## src/rtl/color_pkg.sv

```systemverilog
// color_pkg: shared definitions for the colour measurement block.
//   FILT_R / FILT_G / FILT_B : sensor filter select codes
//   state_t                  : measurement sequencer states
//   sat_inc()                : 8-bit saturating increment used by the pulse counter
package color_pkg;

  localparam logic [1:0] FILT_R = 2'b00;
  localparam logic [1:0] FILT_G = 2'b11;
  localparam logic [1:0] FILT_B = 2'b10;

  typedef enum logic [2:0] {
    IDLE,
    SET_R,
    CNT_R,
    SET_G,
    CNT_G,
    SET_B,
    CNT_B,
    DONE
  } state_t;

  // Adds one when inc is set, but sticks at 255 instead of wrapping.
  function automatic logic [7:0] sat_inc(input logic [7:0] v, input logic inc);
    return (inc && (v != 8'hFF)) ? v + 8'd1 : v;
  endfunction

endpackage

```

## src/rtl/freq_edge_sync.sv

```systemverilog
// freq_edge_sync: brings the asynchronous sensor pulse train into the clk
// domain and produces a one-cycle pulse per rising edge.
//   clk        : system clock
//   rst_n      : asynchronous active-low reset
//   freq       : raw sensor output (asynchronous)
//   rise_pulse : one clk-cycle pulse for each synchronized rising edge
// SYNC_STAGES is the synchronizer depth; it must be at least 2.
module freq_edge_sync #(
  parameter int SYNC_STAGES = 2
) (
  input  logic clk,
  input  logic rst_n,
  input  logic freq,
  output logic rise_pulse
);

  logic [SYNC_STAGES-1:0] sync_reg;
  logic                   prev_reg;
  logic                   rise_reg;

  generate
    for (genvar gi = 0; gi < SYNC_STAGES; gi++) begin : g_sync
      if (gi == 0) begin : g_first
        always_ff @(posedge clk or negedge rst_n) begin
          if (!rst_n) sync_reg[gi] <= 1'b0;
          else        sync_reg[gi] <= freq;
        end
      end else begin : g_chain
        always_ff @(posedge clk or negedge rst_n) begin
          if (!rst_n) sync_reg[gi] <= 1'b0;
          else        sync_reg[gi] <= sync_reg[gi-1];
        end
      end
    end
  endgenerate

  // Registered edge detect on the last synchronizer stage.
  always_ff @(posedge clk or negedge rst_n) begin
    if (!rst_n) begin
      prev_reg <= 1'b0;
      rise_reg <= 1'b0;
    end else begin
      prev_reg <= sync_reg[SYNC_STAGES-1];
      rise_reg <= sync_reg[SYNC_STAGES-1] & ~prev_reg;
    end
  end

  assign rise_pulse = rise_reg;

endmodule

```

## src/rtl/color_measure.sv

```systemverilog
// color_measure: measures red, green and blue intensity from a light-to-
// frequency sensor by counting sensor pulses over calibrated windows.
//   clk, rst_n              : clock, asynchronous active-low reset
//   freq                    : sensor pulse output (asynchronous)
//   wb_ready                : calibration done; R/G/B_time valid while high
//   R_time, G_time, B_time  : per-channel counting window in clk cycles
//   start                   : one-cycle request for a measurement
//   filter_select           : sensor filter code for the active channel
//   red, green, blue        : last completed measurement (saturating at 255)
//   rgb_valid               : one-cycle pulse when red/green/blue update
//   busy                    : high from accepted start until after rgb_valid
// Build option: COLOR_MEASURE_AUTO_EN makes the sequencer free-run (restart
// from SET_R after every DONE while wb_ready stays high).
module color_measure
  import color_pkg::*;
#(
  parameter int SETTLE_CYCLES = 1000,
  parameter int SYNC_STAGES   = 2
) (
  input  logic        clk,
  input  logic        rst_n,
  input  logic        freq,
  input  logic        wb_ready,
  input  logic [31:0] R_time,
  input  logic [31:0] G_time,
  input  logic [31:0] B_time,
  input  logic        start,
  output logic [1:0]  filter_select,
  output logic [7:0]  red,
  output logic [7:0]  green,
  output logic [7:0]  blue,
  output logic        rgb_valid,
  output logic        busy
);

  // The shared down-counter is loaded with (length - 1) on entry to a state
  // and the state is left in the cycle it reads zero.
  localparam logic [31:0] SETTLE_LOAD = 32'(SETTLE_CYCLES - 1);

  state_t      state_reg, state_next;
  logic [31:0] cnt_reg, cnt_next;
  logic [7:0]  pulse_reg, pulse_next, pulse_inc;
  logic [7:0]  shadow_reg [3];
  logic [7:0]  shadow_next [3];
  logic [7:0]  red_reg, red_next;
  logic [7:0]  green_reg, green_next;
  logic [7:0]  blue_reg, blue_next;
  logic        rgb_valid_reg, rgb_valid_next;
  logic        busy_reg, busy_next;
  logic        rise_pulse;

  // Per-channel view of the current state.
  logic [1:0]  ch;
  logic [31:0] t_sel;
  state_t      cnt_state;
  state_t      after_state;
  logic [31:0] after_load;

  freq_edge_sync #(
    .SYNC_STAGES(SYNC_STAGES)
  ) u_freq_edge_sync (
    .clk        (clk),
    .rst_n      (rst_n),
    .freq       (freq),
    .rise_pulse (rise_pulse)
  );

  always_comb begin
    ch          = 2'd0;
    t_sel       = R_time;
    cnt_state   = CNT_R;
    after_state = SET_G;
    case (state_reg)
      SET_G, CNT_G: begin
        ch          = 2'd1;
        t_sel       = G_time;
        cnt_state   = CNT_G;
        after_state = SET_B;
      end
      SET_B, CNT_B: begin
        ch          = 2'd2;
        t_sel       = B_time;
        cnt_state   = CNT_B;
        after_state = DONE;
      end
      default: ;
    endcase
  end

  assign after_load = (after_state == DONE) ? 32'd0 : SETTLE_LOAD;
  assign pulse_inc  = sat_inc(pulse_reg, rise_pulse);

  always_comb begin
    state_next     = state_reg;
    cnt_next       = cnt_reg;
    pulse_next     = pulse_reg;
    shadow_next    = shadow_reg;
    red_next       = red_reg;
    green_next     = green_reg;
    blue_next      = blue_reg;
    rgb_valid_next = 1'b0;

    if ((state_reg != IDLE) && !wb_ready) begin
      // Calibration lost: drop the run, keep the last published colour.
      state_next = IDLE;
      cnt_next   = 32'd0;
      pulse_next = 8'd0;
    end else begin
      case (state_reg)
        IDLE: begin
          if (start && wb_ready) begin
            state_next = SET_R;
            cnt_next   = SETTLE_LOAD;
            pulse_next = 8'd0;
          end
        end
        SET_R, SET_G, SET_B: begin
          pulse_next = 8'd0;
          if (cnt_reg == 32'd0) begin
            // Window length is sampled here, on the way into CNT.
            if (t_sel == 32'd0) begin
              shadow_next[ch] = 8'd0;
              state_next      = after_state;
              cnt_next        = after_load;
            end else begin
              state_next = cnt_state;
              cnt_next   = t_sel - 32'd1;
            end
          end else begin
            cnt_next = cnt_reg - 32'd1;
          end
        end
        CNT_R, CNT_G, CNT_B: begin
          pulse_next = pulse_inc;
          if (cnt_reg == 32'd0) begin
            // Include an edge landing in the final window cycle.
            shadow_next[ch] = pulse_inc;
            state_next      = after_state;
            cnt_next        = after_load;
          end else begin
            cnt_next = cnt_reg - 32'd1;
          end
        end
        DONE: begin
          red_next       = shadow_reg[0];
          green_next     = shadow_reg[1];
          blue_next      = shadow_reg[2];
          rgb_valid_next = 1'b1;
`ifdef COLOR_MEASURE_AUTO_EN
          state_next     = SET_R;
          cnt_next       = SETTLE_LOAD;
`else
          state_next     = IDLE;
`endif
        end
        default: begin
          state_next = IDLE;
          cnt_next   = 32'd0;
        end
      endcase
    end

    // Busy stays up through the rgb_valid cycle and drops one cycle later.
    busy_next = (state_next != IDLE) | rgb_valid_next;
  end

  always_ff @(posedge clk or negedge rst_n) begin
    if (!rst_n) begin
      state_reg     <= IDLE;
      cnt_reg       <= 32'd0;
      pulse_reg     <= 8'd0;
      red_reg       <= 8'd0;
      green_reg     <= 8'd0;
      blue_reg      <= 8'd0;
      rgb_valid_reg <= 1'b0;
      busy_reg      <= 1'b0;
    end else begin
      state_reg     <= state_next;
      cnt_reg       <= cnt_next;
      pulse_reg     <= pulse_next;
      red_reg       <= red_next;
      green_reg     <= green_next;
      blue_reg      <= blue_next;
      rgb_valid_reg <= rgb_valid_next;
      busy_reg      <= busy_next;
    end
  end

  generate
    for (genvar gi = 0; gi < 3; gi++) begin : g_shadow
      always_ff @(posedge clk or negedge rst_n) begin
        if (!rst_n) shadow_reg[gi] <= 8'd0;
        else        shadow_reg[gi] <= shadow_next[gi];
      end
    end
  endgenerate

  always_comb begin
    case (state_reg)
      SET_G, CNT_G: filter_select = FILT_G;
      SET_B, CNT_B: filter_select = FILT_B;
      default:      filter_select = FILT_R;
    endcase
  end

  assign red       = red_reg;
  assign green     = green_reg;
  assign blue      = blue_reg;
  assign rgb_valid = rgb_valid_reg;
  assign busy      = busy_reg;

endmodule
```

## config.mk

```make
export PLATFORM = sky130hd
export DESIGN_NAME = color_measure
export DESIGN_NICKNAME = d
export VERILOG_FILES = /design/src/rtl/color_pkg.sv /design/src/rtl/freq_edge_sync.sv /design/src/rtl/color_measure.sv
export SDC_FILE = /design/constraint.sdc
export NUM_CORES = 1
export LEC_CHECK = 0
export CORE_ASPECT_RATIO = 1.75
export CORE_UTILIZATION = 34
export DETAILED_ROUTE_END_ITERATION = 10
export PLACE_DENSITY = 0.6
export SYNTH_ARGS = -nofsm -noshare
export SYNTH_HDL_FRONTEND = slang
export SYNTH_SLANG_ARGS = --single-unit
```

## constraint.sdc

```tcl
create_clock -name clk -period 6.6 [get_ports clk]
set_input_delay 0.66 -clock clk [delete_from_list [all_inputs] [get_ports clk]]
set_output_delay 0.66 -clock clk [all_outputs]
set_load 0.01 [all_outputs]
```

==> results of run 1 <==
==> power groups by stage <==
| stage | Sequential, mW | Combinational (mW) | Clock (mW) |
|---|---|---|---|
| 4_1_cts | 0.647 | 0.299 | 0.588 |
| 6_report | 0.648 | 0.297 | 0.575 |
| 3_5_place_dp | 0.659 | 0.297 | 0 |
| 5_1_grt | 0.653 | 0.326 | 0.606 |
| 3_3_place_gp | 0.658 | 0.293 | 0 |
| 2_1_floorplan | 0.643 | 0.179 | 0 |
==> critical path, cell delays in order, from the launching register on <==
cell and delay [ns]:
dfrtp_2 0.80, nand2_4 0.51, mux2_4 0.45, a21oi_2 0.19, ha_1 0.21, o311a_1 0.21, nand3_1 0.11, or3_1 0.46
nor4_4 0.48, a211oi_2 0.22, nand3_1 0.63, o21ai_0 0.21
==> cells in the mapped netlist (24+ instances only) <==
cell | n | share of area
nand2_1 | 131 | 0.071
nor3_1 | 26 | 0.019
a21oi_1 | 61 | 0.044
a211oi_1 | 26 | 0.028
o21ai_0 | 72 | 0.052
o221ai_1 | 24 | 0.030
nor2_1 | 48 | 0.026
clkbuf_1 | 33 | 0.018
xnor2_1 | 27 | 0.034
dfrtp_1 | 97 | 0.35
or3_1 | 30 | 0.027
==> cells by family (layout without fill, tap and decap cells) <==
kind of cell,count (synthesis),after routing,synth area share
muxes,31,31,0.0487
DFF,97,97,0.349
buffers and inverters,79,173,0.0525
AOI/OAI and AO/OA,265,265,0.241
and+or+nand+nor,343,343,0.251
adders and majority gates,3,3,0.00539
xor gates and xnor gates,42,42,0.0528
==> through the flow <==
stage	power (mW)	cell area, um2
2_1_floorplan	0.822	6960
3_3_place_gp	0.951	8330
3_5_place_dp	0.955	8330
4_1_cts	1.53	8650
5_1_grt	1.59	8650
6_report	1.52	8650
==> layout make-up <==
| type | count | area, um2 |
|---|---|---|
| repair buffers | 136 | 1340 |
| clock inverters | 4 | 76.3 |
| flip-flops and latches | 97 | 2430 |
| inverters | 21 | 78.8 |
| clock buffers | 12 | 246 |
| well taps | 245 | 307 |
| fillers | 2040 | 11300 |
| multi-input cells | 684 | 4180 |
==> metal layers <==
metal	wire length (um)	vias up
met2	12500	188
met3	595	49
met4	1300	0
met5	0	-
li1	-	3354
met1	7940	3295
==> worst max-delay path by stage <==
stage / from / to / slack (ns)
6_report: state_reg[0]$_DFF_PN0_ / cnt_reg[14]$_DFFE_PN0P_ / 1.90
5_1_grt: state_reg[0]$_DFF_PN0_ / cnt_reg[22]$_DFFE_PN0P_ / 1.50
4_1_cts: state_reg[0]$_DFF_PN0_ / cnt_reg[14]$_DFFE_PN0P_ / 1.90
3_5_place_dp: state_reg[0]$_DFF_PN0_ / cnt_reg[14]$_DFFE_PN0P_ / 1.88
3_3_place_gp: state_reg[0]$_DFF_PN0_ / cnt_reg[3]$_DFFE_PN0P_ / 2.06
2_1_floorplan: state_reg[1]$_DFF_PN0_ / cnt_reg[8]$_DFFE_PN0P_ / 2.94
==> flow_metrics.py, run 1 <==
metrics = {
    "timing": {
        "clock_skew_ns": 0.0113,
        "fmax_ghz": 0.213,
        "setup_viol": 0,
        "maxSlewHeadroom": 0.213,
        "rsz0062_at_grt": "no",
        "fin_crit_ns": 4.70,
        "slew_violations": 0,
        "post-route-period-util": 0.712,
        "tightest_slew_ns": 1.17,
        "hold_violations": 0,
        "fin_ws_ns": 1.90,
        "hold_slack_ns": 0.255,
        "setup_tns_ns": 0,
    },
    "logic_synthesis": {
        "synth_edf_count": 0,
        "yosysWarnings": 0,
        "yosysUniqueCellTypes": 71,
        "synthCells": 860,
        "async_reset_ff_frac": 1.00,
        "synthesis.nets": 964,
        "synth_flop_cell": "dfrtp_1",
        "synth-seq-cells": 97,
        "netlist_area_um2": 6960,
        "yosysSeqAreaShare": 0.349,
        "synth_area_per_cell_um2": 8.09,
    },
    "layout": {
        "final_cell_mix": "131 x nand2_1, 127 x clkdlybuf4s50_1, 95 x dfrtp_1",
        "finalCoreUtilization": 0.435,
        "fin_nets": 1053,
        "syn_to_final_growth_pct": 24.3,
        "largest_register_ffs": 32,
        "diodes": 0,
        "final_layout_size_suffix_gt1_frac": 0.0524,
        "fin_cells": 1199,
        "mostFrequentLayoutCell": "nand2_1",
    },
    "grt": {
        "gr-usage-met3": 0.0201,
        "overflow": 0,
        "grt_usage": 0.221,
        "grt_pass1_wl_mm": 35.3,
        "top_usage_layer": "met2",
        "grt_max_degree": 75,
        "antenna_found_initial": 0,
        "grtUsageMet1": 0.221,
        "grt_pass1_vias": 6785,
        "grt_use_met2": 0.429,
    },
    "worst_setup_path": {
        "reg2reg_from": "state_reg[0]$_DFF_PN0_",
        "cp_max_fo": 58,
        "rr_worst_depth": 11,
        "cp-end-kind": "flop",
        "timing.rr.end": "cnt_reg[14]$_DFFE_PN0P_",
        "cp_data_arrival_time_ns": 4.89,
        "critPathLaunchType": "flop",
        "rrSetupSlack_ns": 1.90,
        "worstSetupPathType": "flop to flop",
        "required_ns": 6.79,
    },
    "power": {
        "switching_share": 0.277,
        "pwr-share-clk": 0.378,
        "p_comb_frac": 0.196,
        "netSwitchingPower_uw": 422,
        "internal_power_mw": 1.10,
        "vdd_drop_max_uv": 336,
        "power.density_nw_per_um2": 176,
        "p_seq_frac": 0.426,
        "leakage_nw": 3.51,
    },
    "clock_network": {
        "cts_sinks": 97,
        "ctsResizeCount": 0,
        "postCtsHoldBufs": 0,
        "cts_root_buf": "clkbuf_16",
        "clk_path_buf_depth": 2,
        "insertion_delay_ns": 0.35,
        "cts_tree": "yes",
        "cts.htree.levels": 3,
        "clkTransAtPathRegs_ns": 0.07,
        "cts_buffers": 9,
        "postCtsSetupRepairBufs": 0,
    },
    "routing": {
        "drt_first_pass_iters": 5,
        "drt_iter0_drc": 405,
        "avgRoutedWirePerCell_um": 18.6,
        "drt-total-wl_mm": 22.3,
        "drc": 0,
        "via_count": 6886,
        "vias_per_cell": 5.74,
        "ant_nets": 0,
    },
    "die": {
        "num_rows": 68,
        "die_w_um": 110,
        "die_y_um": 191,
        "fp.coreArea_um2": 19900,
        "initial_core_util": 0.350,
        "io_pins": 129,
        "die_area_um2": 21100,
    },
    "run": {
        "cap_violations": 0,
    },
    "placed_design": {
        "dp_cells": 1183,
        "portBuffers": 128,
        "post-dp-hpwl_mm": 16.9,
        "place.gp.congestion": 0.894,
        "pre_cts_ws_ns": 1.88,
    },
    "run_status": {
        "status": "completed",
    },
    "min_path": {
        "hold_class": "primary input to async pin",
    },
}
No activity file was read; power rests on OpenSTA's default activity.
==> run 2, diff against run 1 <==
Clock period 6.6 ns to 4.75 ns, I/O delays scaled along.
==> run 2 against run 1 <==
Compared with the run above: critical path depth is the same; die area is the same; largest cell class unchanged; via count grew 0.81%; critical endpoint is now cnt_reg[30]$_DFFE_PN0P_; sequential power rose by 38%; global-route usage is 0.26 points higher; register-to-register slack worse by 1.3 ns; sequential share of layout area shrank 0.25 points; combinational power increased by 42%.
==> flow_metrics.py, run 2 (synthesis gave the netlist of run 1 again) <==
metrics = {
    "run_status": {
        "status": "completed",
    },
    "min_path": {
        "hold_class": "primary input to async pin",
    },
    "worst_setup_path": {
        "cp-end-kind": "flop",
        "slowest_stage": "xnor2_2",
        "path_common_cell": "buf_4",
        "required_ns": 5.02,
        "cp_data_arrival_time_ns": 4.41,
        "cp_max_fo": 24,
        "worstSetupPathType": "flop to flop",
        "max_stage_delay_ns": 0.91,
        "path_cells": "buf_4, xnor2_2, o221ai_1, a21oi_1, nor3_1, nand2_1, nor4_4, a211oi_2, nand3_1, buf_4, o21ai_0",
        "critPathLaunchType": "flop",
    },
    "routing": {
        "avgRoutedWirePerCell_um": 18.7,
        "drt-total-wl_mm": 22.6,
        "via_count": 6942,
        "drc": 0,
        "drt_first_pass_iters": 5,
        "drt_iter0_drc": 400,
        "ant_nets": 0,
        "vias_per_cell": 5.74,
    },
    "grt": {
        "overflow": 0,
        "grt_max_degree": 51,
        "grt_pass1_vias": 6863,
        "grt_usage": 0.224,
        "antenna_found_initial": 0,
        "grt_pass1_wl_mm": 35.9,
    },
    "die": {
        "num_rows": 68,
        "die_w_um": 110,
        "fp.coreArea_um2": 19900,
        "initial_core_util": 0.350,
        "io_pins": 129,
        "die_y_um": 191,
        "die_area_um2": 21100,
    },
    "layout": {
        "fillers": 2027,
        "syn_to_final_growth_pct": 25.4,
        "mostFrequentLayoutCell": "nand2_1",
        "multi_input_comb_area_um2": 4180,
        "diodes": 0,
        "fin_nets": 1063,
        "final_cell_mix": "131 x nand2_1, 127 x clkdlybuf4s50_1, 95 x dfrtp_1",
        "largest_register_ffs": 32,
        "final-seq-area_um2": 2430,
        "final_layout_size_suffix_gt1_frac": 0.0643,
    },
    "timing": {
        "hold_slack_ns": 0.157,
        "clock_skew_ns": 0.0119,
        "maxSlewHeadroom": 0.229,
        "setup_tns_ns": 0,
        "fin_crit_ns": 4.14,
        "rsz0062_at_grt": "no",
        "slew_violations": 0,
        "hold_violations": 0,
        "setup_viol": 0,
        "fmax_ghz": 0.242,
        "tightest_slew_ns": 1.15,
        "post-route-period-util": 0.871,
    },
    "clock_network": {
        "cts.htree.levels": 3,
        "insertion_delay_ns": 0.35,
        "postCtsSetupRepairBufs": 0,
        "clkTransAtPathRegs_ns": 0.08,
        "ctsResizeCount": 0,
        "postCtsHoldBufs": 0,
        "clk_path_buf_depth": 2,
        "cts_root_buf": "clkbuf_16",
        "cts_buffers": 9,
        "cts_tree": "yes",
        "cts_sinks": 97,
    },
    "run": {
        "cap_violations": 0,
    },
    "power": {
        "vdd_drop_max_uv": 289,
        "leakage_nw": 3.56,
        "power.density_nw_per_um2": 245,
    },
    "placed_design": {
        "place.gp.congestion": 0.874,
        "post-dp-hpwl_mm": 17.3,
        "portBuffers": 128,
    },
}
==> run 2: path summary, 6_finish.rpt <==
kind	startpoint	to	slack, ns	cells past startpoint
worst max-delay path	state_reg[1]$_DFF_PN0_	cnt_reg[30]$_DFFE_PN0P_	0.61	11
worst min-delay path	rst_n	blue[5]$_DFFE_PN0P_	0.16	1
worst max register to register	state_reg[1]$_DFF_PN0_	cnt_reg[30]$_DFFE_PN0P_	0.61	11
worst min register to register	u_freq_edge_sync.sync_reg[0]$_DFF_PN0_	u_freq_edge_sync.sync_reg[1]$_DFF_PN0_	0.35	0
max in group asynchronous	rst_n	cnt_reg[11]$_DFFE_PN0P_	3.46	2
min in group clk	u_freq_edge_sync.sync_reg[0]$_DFF_PN0_	u_freq_edge_sync.sync_reg[1]$_DFF_PN0_	0.35	0
==> run 2: where the power goes <==
part | internal [mW] | switching, mW
Sequential | 0.856 | 0.0393
Clock | 0.469 | 0.350
Combinational | 0.195 | 0.226
Total | 1.52 | 0.615
==> run 2: per-layer routing <==
metal | track usage | wire [um]
met1 | 0.237 | 8210
met2 | 0.423 | 12500
met3 | 0.0191 | 639
met4 | 0.122 | 1270
met5 | 0 | 0
==> run 2: area by class of cell <==
cell class,instances,area share
Clock buffer,9,0.0258
Clock inverter,7,0.0116
Inverter,21,0.00903
Multi-Input combinational cell,684,0.478
Sequential cell,97,0.278
Tap cell,245,0.0351
Timing Repair Buffer,146,0.162
==> run 2: critical path, delay by kind of cell (launching register included) <==
kind	cells	cell delay, ns
AO/OA/AOI/OAI	4	1.37
XOR/XNOR	1	0.91
AND/OR/NAND/NOR	4	0.68
flip-flops	1	0.56
buffers and inverters	2	0.51
==> run 2: per-stage QoR <==
step	util	total power [mW]	instances	worst slack (ns)	area, um2
2_1_floorplan	-	1.14	860	1.09	6960
3_3_place_gp	0.422	1.33	1193	0.748	8410
3_5_place_dp	0.422	1.33	1193	0.661	8410
4_1_cts	0.439	2.14	1209	0.607	8730
5_1_grt	0.439	2.22	1209	0.138	8730
6_report	0.439	2.14	1209	0.614	8730
